**src/rtl/bus_xbar_pkg.sv**
```systemverilog
// bus_xbar_pkg: memory bus types, SoC address map and interconnect constants.
package bus_xbar_pkg;
  typedef struct packed {
    logic        mem_valid;
    logic        mem_instr;
    logic [31:0] mem_addr;
    logic [31:0] mem_wdata;
    logic [3:0]  mem_wstrb;
  } mem_in_type;
  typedef struct packed {
    logic        mem_ready;
    logic        mem_error;
    logic [31:0] mem_rdata;
  } mem_out_type;
  localparam mem_in_type init_mem_in = '0;
  localparam mem_out_type init_mem_out = '0;
  localparam logic [31:0] rom_base_addr = 32'h0000_0000;
  localparam logic [31:0] rom_top_addr = 32'h0001_0000;
  localparam logic [31:0] ram_base_addr = 32'h8000_0000;
  localparam logic [31:0] ram_top_addr = 32'h8010_0000;
  localparam logic [31:0] tim_base_addr = 32'h0100_0000;
  localparam logic [31:0] tim_top_addr = 32'h0100_1000;
  localparam logic [31:0] clint_base_addr = 32'h0200_0000;
  localparam logic [31:0] clint_top_addr = 32'h0200_C000;
  localparam logic [31:0] uart_rx_base_addr = 32'h1000_0000;
  localparam logic [31:0] uart_rx_top_addr = 32'h1000_0010;
  localparam logic [31:0] uart_tx_base_addr = 32'h1000_0010;
  localparam logic [31:0] uart_tx_top_addr = 32'h1000_0020;
  localparam int bus_slv_num = 6;
  localparam logic [31:0] bus_base_addr [bus_slv_num] = '{rom_base_addr, ram_base_addr,
    tim_base_addr, clint_base_addr, uart_rx_base_addr, uart_tx_base_addr};
  localparam logic [31:0] bus_top_addr [bus_slv_num] = '{rom_top_addr, ram_top_addr,
    tim_top_addr, clint_top_addr, uart_rx_top_addr, uart_tx_top_addr};
  localparam int bus_timeout = 1024;
  typedef enum logic [1:0] {IDLE, BUSY, ERR} xbar_state_type;
  function automatic int idx_w(input int n);
    return n > 1 ? $clog2(n) : 1;
  endfunction
endpackage

```
**src/rtl/bus_decode.sv**
```systemverilog
// bus_decode: table-driven address decode with lowest-index priority and base-offset subtraction.
module bus_decode
  import bus_xbar_pkg::*;
#(
  parameter int N_SLV = bus_slv_num,
  parameter logic [31:0] BASE_ADDR [N_SLV] = bus_base_addr,
  parameter logic [31:0] TOP_ADDR [N_SLV] = bus_top_addr
) (
  input  logic [31:0]              addr,
  input  logic [N_SLV-1:0]         stale,
  output logic                     hit,
  output logic [idx_w(N_SLV)-1:0]  index,
  output logic [31:0]              offset
);
  localparam int IDX_W = idx_w(N_SLV);
  logic any;
  always_comb begin
    any = 1'b0;
    index = '0;
    // descending scan so the lowest matching index is the one left standing
    for (int i = N_SLV - 1; i >= 0; i--)
      if (addr >= BASE_ADDR[i] && addr < TOP_ADDR[i]) begin
        any = 1'b1;
        index = IDX_W'(i);
      end
    hit = any && !stale[index];
    offset = addr - BASE_ADDR[index];
  end
endmodule

```
**src/rtl/bus_xbar.sv**
```systemverilog
// bus_xbar: single-master, N-slave interconnect with owner-tracked responses,
// decode-error responder, transaction timeout and stale-slave protection.
module bus_xbar
  import bus_xbar_pkg::*;
#(
  parameter int N_SLV = bus_slv_num,
  parameter logic [31:0] BASE_ADDR [N_SLV] = bus_base_addr,
  parameter logic [31:0] TOP_ADDR [N_SLV] = bus_top_addr,
  parameter int TIMEOUT = bus_timeout
) (
  input  logic        clock,
  input  logic        reset,
  input  mem_in_type  mst_in,
  output mem_out_type mst_out,
  output mem_in_type  slv_in [N_SLV],
  input  mem_out_type slv_out [N_SLV],
  output logic        busy,
  output logic        timeout_evt,
  output logic        overlap_err
);
  localparam int IDX_W = idx_w(N_SLV);
  localparam int CNT_W = TIMEOUT > 0 ? $clog2(TIMEOUT + 1) : 1;
  localparam mem_out_type ERR_RSP = '{mem_ready: 1'b1, mem_error: 1'b1, mem_rdata: 32'h0};
  xbar_state_type   state;
  logic [IDX_W-1:0] owner, index;
  logic [CNT_W-1:0] cnt;
  logic [N_SLV-1:0] stale, rdy;
  mem_out_type      err_rsp;
  mem_in_type       fwd;
  logic [31:0]      offset;
  logic             hit, own_rdy, accept, tmo;
  bus_decode #(.N_SLV(N_SLV), .BASE_ADDR(BASE_ADDR), .TOP_ADDR(TOP_ADDR)) u_decode (
    .addr(mst_in.mem_addr), .stale(stale), .hit(hit), .index(index), .offset(offset)
  );
  for (genvar i = 0; i < N_SLV; i++) begin : g_slv
    assign rdy[i] = slv_out[i].mem_ready;
    assign slv_in[i] = (accept && hit && index == IDX_W'(i)) ? fwd : init_mem_in;
  end
  always_comb begin
    fwd = mst_in;
    fwd.mem_addr = offset;
  end
  assign own_rdy = state == BUSY && rdy[owner];
  // reset gates acceptance so nothing is forwarded while reset is held
  assign accept = reset && mst_in.mem_valid && (state != BUSY || own_rdy);
  assign tmo = TIMEOUT != 0 && state == BUSY && !own_rdy && cnt == CNT_W'(TIMEOUT - 1);
  assign mst_out = own_rdy ? slv_out[owner] : err_rsp;
  assign busy = state != IDLE;
  always_ff @(posedge clock or negedge reset) begin
    if (!reset) begin
      state <= IDLE;
      owner <= '0;
      cnt <= '0;
      stale <= '0;
      err_rsp <= init_mem_out;
      timeout_evt <= 1'b0;
      overlap_err <= 1'b0;
    end else begin
      // a stale slave's late ready is consumed here and never reaches mst_out
      stale <= (stale & ~rdy) | (tmo ? N_SLV'(1) << owner : '0);
      timeout_evt <= tmo;
      cnt <= accept ? '0 : cnt + 1'b1;
      if (state == BUSY && mst_in.mem_valid && !own_rdy) overlap_err <= 1'b1;
      if (accept && hit) owner <= index;
      err_rsp <= ((accept && !hit) || tmo) ? ERR_RSP : init_mem_out;
      state <= accept ? (hit ? BUSY : ERR) :
               (own_rdy || state == ERR) ? IDLE :
               tmo ? ERR : state;
    end
  end
endmodule
```
**config.mk**
```make
export PLATFORM = sky130hd
export DESIGN_NAME = bus_xbar
export DESIGN_NICKNAME = d
export VERILOG_FILES = /design/src/rtl/bus_xbar_pkg.sv /design/src/rtl/bus_decode.sv /design/src/rtl/bus_xbar.sv
export SDC_FILE = /design/constraint.sdc
export NUM_CORES = 1
export LEC_CHECK = 0
export BUFFER_PORTS_ARGS = -buffer_cell sky130_fd_sc_hd__buf_2
export CAP_MARGIN = 25
export CORE_AREA = 2 2 289 291
export CTS_BUF_LIST = sky130_fd_sc_hd__clkbuf_8
export DETAILED_ROUTE_END_ITERATION = 7
export DIE_AREA = 0 0 291 293
export GPL_TIMING_DRIVEN = 0
export HOLD_SLACK_MARGIN = 0.03
export SLEW_MARGIN = 30
export SYNTH_ARGS = -nofsm -noshare
export SYNTH_HDL_FRONTEND = slang
export SYNTH_SLANG_ARGS = --single-unit
```
**constraint.sdc**
```tcl
create_clock -name clock -period 9 [get_ports clock]
set_clock_uncertainty 0.05 [all_clocks]
set_input_delay 0.45 -clock clock [delete_from_list [all_inputs] [get_ports clock]]
set_output_delay 0.45 -clock clock [all_outputs]
set_load 0.05 [all_outputs]
```
==> summary by stage <==
Global route
The number of global-route vias before repair came to 8672. The first-pass GRT wire length is 73.3 mm. The number of antenna violations at the first check in global routing is 29. Entering global routing, the biggest net connects 27 pins. The global-route usage over all layers is 0.125. The global route total overflow is 0.

Clock tree
The clock passes through at most 2 buffers. The post-cts gate resize count is 0. In this run the clock root is driven by a sky130_fd_sc_hd__clkbuf_8. The number of sinks driven by the clock tree is 25. The deepest level of the CTS H-tree is 1. The number of setup buffers added after CTS is 0. The cts-stage hold buffer count is 0.

The clock edge transition at the registers on the reported setup and hold paths is 0.09 ns. TritonCTS created 3 clock buffers. TritonCTS built the clock tree.

At the later pin of the worst-skew pair, clock insertion delay measures 0.27 ns.

Layout
The number of filler instances in the final layout is 9483. The number of nets in the finished design is 1868. The finished cells cover 0.0113 mm^2. The area growth from synthesis to layout is 85.1%. Across the whole layout, storage elements account for 626 um^2. Of the cells placed in the final design, the portion with a size suffix greater than 1 is 0.543. The area occupied by multi-input gates is 0.00508 mm^2.

The finished layout holds 2677 standard cells, fillers aside.

Placed design
The HPWL after detailed placement is 51.5 mm. At the end of routability-driven placement, the weighted congestion stood at 0.937. Summing all placed instances gives a cell area of 0.0112 mm^2. Counting tap cells, the placed design contains a total of 2651 instances. In this run the tool buffered the top-level ports with 732 buffer cells.

Route
The number of design rule violations left after detail routing is 0. The number of vias after detailed routing is 9478. The number of vias per cell after detailed routing is 3.54. The average wire per cell in the routed design is 21.4 um. The count of nets left with antenna violations once routing finished came out at 0.

Before antenna repair, the detailed router went through 5 iterations. Summed over all layers, the routed wires come to 57.3 mm. For this block, the initial DRC count from the detailed router was 614.

Floorplanning
The effective utilization at floorplan is 0.0745. The width of the die is 291 um. The floorplan step defined a core boundary enclosing 0.0818 mm^2. Pin placement for this block handled 733 I/O pins. The count of standard-cell rows is 105. The die outline area is 0.0853 mm^2. The die outline height is 293 um.

STA
The number of failing hold endpoints at the final stage came to 0. Setup repair after global routing left no endpoint under its margin. The final sum of negative setup slack is 0 ns. The achievable clock frequency is 183 MHz. The worst pin sits at a relative slew slack of 0.315. The post-route minimum period is 5.47 ns.

The slew of the pin with the lowest slew margin is 1.02 ns. Setup violations remaining at the end of the flow were counted as 0. The max-slew violation count was 0.

Dividing the final minimum period by the clock period gives 0.608.

Yosys
The prevailing post-synth register cell is sky130_fd_sc_hd__dfrtp_1. The number of cells produced by synthesis is 846. The number of enable-type register cells in the synthesized netlist is 0.

The portion of synthesized cell area occupied by the leading cell type is 0.257. Ranked by total cell area, the synthesized netlist is headed by sky130_fd_sc_hd__and2_1 26%, sky130_fd_sc_hd__mux4_2 13%, sky130_fd_sc_hd__nor2_1 12%. By count the netlist is led by 250 x sky130_fd_sc_hd__and2_1, 195 x sky130_fd_sc_hd__nor2_1, 48 x sky130_fd_sc_hd__clkbuf_1. The average instance in the mapped netlist occupies 7.21 um^2. The synthesized netlist occupies a cell area of 0.00610 mm^2.

The post-synthesis net count is 1128. The async set-reset flop share out of synthesis is 1.00. The register bit count reported by yosys is 25. The cell type with the highest aggregate area in the netlist is sky130_fd_sc_hd__and2_1. For this run, the number of Yosys warnings is 0.

The netlist uses 53 different library cells. The most common cell in the synthesized netlist is sky130_fd_sc_hd__and2_1. Of the synthesized area, sequential elements account for 0.103.

Critical path
The maximum fanout along the worst path is 8. The critical path is of the in -> out type. Data arrives at the worst endpoint at 4.97 ns. STA classifies the critical path startpoint as an input port. The critical path capture point type is an output port. STA puts the critical path data required time at 8.50 ns.

Status
The flow ran to the end, and the final reports show no timing, DRC or antenna violations.

Power and ir drop
The internal power is 235 uW. The share of total power dissipated in sequential elements is 0.328. The power density over the cells is 34.3 mW/mm^2. Of the total power, the clock network draws 0.175.

The standby leakage power is 0.00634 uW. The maximum ir drop on the vdd rail is 0.0475 mV. The switching power as a share of total power is 0.393. Of the total power, combinational logic draws 0.497. The analysis attributes to net switching a power of 152 uW.

Run
The total of max-cap violations is 0.

Min path
The worst hold path belongs to the class in -> async.
## cell families (layout without fill, tap and decap cells)
family                   count (synthesis)  count (layout)  synth area share
XOR/XNOR                                31              31            0.0445
buffers and inverters                   90             829            0.0714
multiplexers                            71              71             0.194
adder cells (fa/ha/maj)                  6               6            0.0123
AO/OA/AOI/OAI                           65              65            0.0823
other                                    0              22                 0
flip-flops                              25              25             0.103
AND/OR/NAND/NOR                        558             558             0.493
## state kept, by name, indices dropped and copies added (netlist names)
signal / count
stale: 6
cnt: 11
err_rsp: 1
timeout_evt: 1
state: 2
overlap_err: 1
owner: 3
## routing by layer
metal | vias up | wire length (um) | track usage
li1 | 4319 | - | -
met1 | 4368 | 23800 | 0.158
met2 | 682 | 27400 | 0.217
met3 | 103 | 3870 | 0.0185
met4 | 6 | 2180 | 0.0407
met5 | - | 45 | 0
## area by class of cell
type | count | share of cell area
flip-flops and latches | 25 | 0.0554
inverters | 16 | 0.00554
clock inverters | 1 | 0.000444
clock buffers | 3 | 0.00366
plain buffers | 74 | 0.0343
repair buffers | 735 | 0.327
well taps | 1070 | 0.119
diodes | 22 | 0.00488
multi-input cells | 731 | 0.450
## worst max-delay path: stages
cell and delay (ns):
sky130_fd_sc_hd__buf_2 0.13, sky130_fd_sc_hd__nor4_1 0.75, sky130_fd_sc_hd__and4_1 0.32, sky130_fd_sc_hd__and4_1 0.19, sky130_fd_sc_hd__clkbuf_1 0.25, sky130_fd_sc_hd__ha_1 0.25, sky130_fd_sc_hd__nor2b_1 0.18, sky130_fd_sc_hd__nand4_1 0.31
sky130_fd_sc_hd__nor3_1 0.37, sky130_fd_sc_hd__o21ai_0 0.14, sky130_fd_sc_hd__a2111o_1 0.50, sky130_fd_sc_hd__xnor2_2 0.66, sky130_fd_sc_hd__and2b_1 0.26, sky130_fd_sc_hd__buf_2 0.20
## power groups by stage
stage               clock, uW  sequential [uW]  combinational [uW]
floorplan                   0              128                62.9
global placement            0              129                 189
detailed placement          0              129                 194
CTS                      70.3              127                 195
global route             75.2              128                 209
finish                   67.9              127                 193
## per-stage QoR
stage	total power, uW	util	worst slack (ns)	hold slack [ns]
floorplan	191	-	4.66	0.104
global placement	317	0.136	3.04	0.391
detailed placement	323	0.137	3.60	0.402
CTS	392	0.137	3.58	0.137
global route	412	0.137	3.42	0.156
finish	387	0.138	3.53	0.117
## worst paths after layout
check | startpoint | end | slack, ns | cells after the start
setup / recovery | mst_in[49] | slv_in[135] | 3.53 | 14
hold / removal | reset | timeout_evt | 0.12 | 1
setup reg to reg | owner[0] | stale[5] | 5.79 | 7
hold reg to reg | overlap_err | overlap_err | 0.42 | 1
max in group asynchronous | reset | cnt[7] | 8.40 | 1
min in group clock | slv_out[33] | stale[5] | 0.34 | 2
## cells in the final DEF, fill, tap and decap left out, types with 4 or more instances in the layout
cell type,n
sky130_fd_sc_hd__inv_1,10
sky130_fd_sc_hd__xor2_1,9
sky130_fd_sc_hd__ha_1,6
sky130_fd_sc_hd__nor2b_1,4
sky130_fd_sc_hd__a22o_1,4
sky130_fd_sc_hd__a22oi_1,33
sky130_fd_sc_hd__and2_1,250
sky130_fd_sc_hd__diode_2,22
sky130_fd_sc_hd__nand2_1,20
sky130_fd_sc_hd__dfrtp_1,25
sky130_fd_sc_hd__nor3_1,7
sky130_fd_sc_hd__nor4_1,9
sky130_fd_sc_hd__and2b_1,28
sky130_fd_sc_hd__buf_2,742
sky130_fd_sc_hd__xnor2_1,17
sky130_fd_sc_hd__clkbuf_1,40
sky130_fd_sc_hd__o21ai_0,9
sky130_fd_sc_hd__or2_1,5
sky130_fd_sc_hd__xnor2_2,4
sky130_fd_sc_hd__inv_2,5
sky130_fd_sc_hd__buf_1,4
sky130_fd_sc_hd__mux4_2,34
sky130_fd_sc_hd__or3_1,4
sky130_fd_sc_hd__nand3_1,10
sky130_fd_sc_hd__nor2_1,195
sky130_fd_sc_hd__buf_6,12
sky130_fd_sc_hd__mux2_2,36
sky130_fd_sc_hd__clkbuf_2,8
sky130_fd_sc_hd__nand2b_1,4
Note: power is estimated with default switching activity, not from simulation.
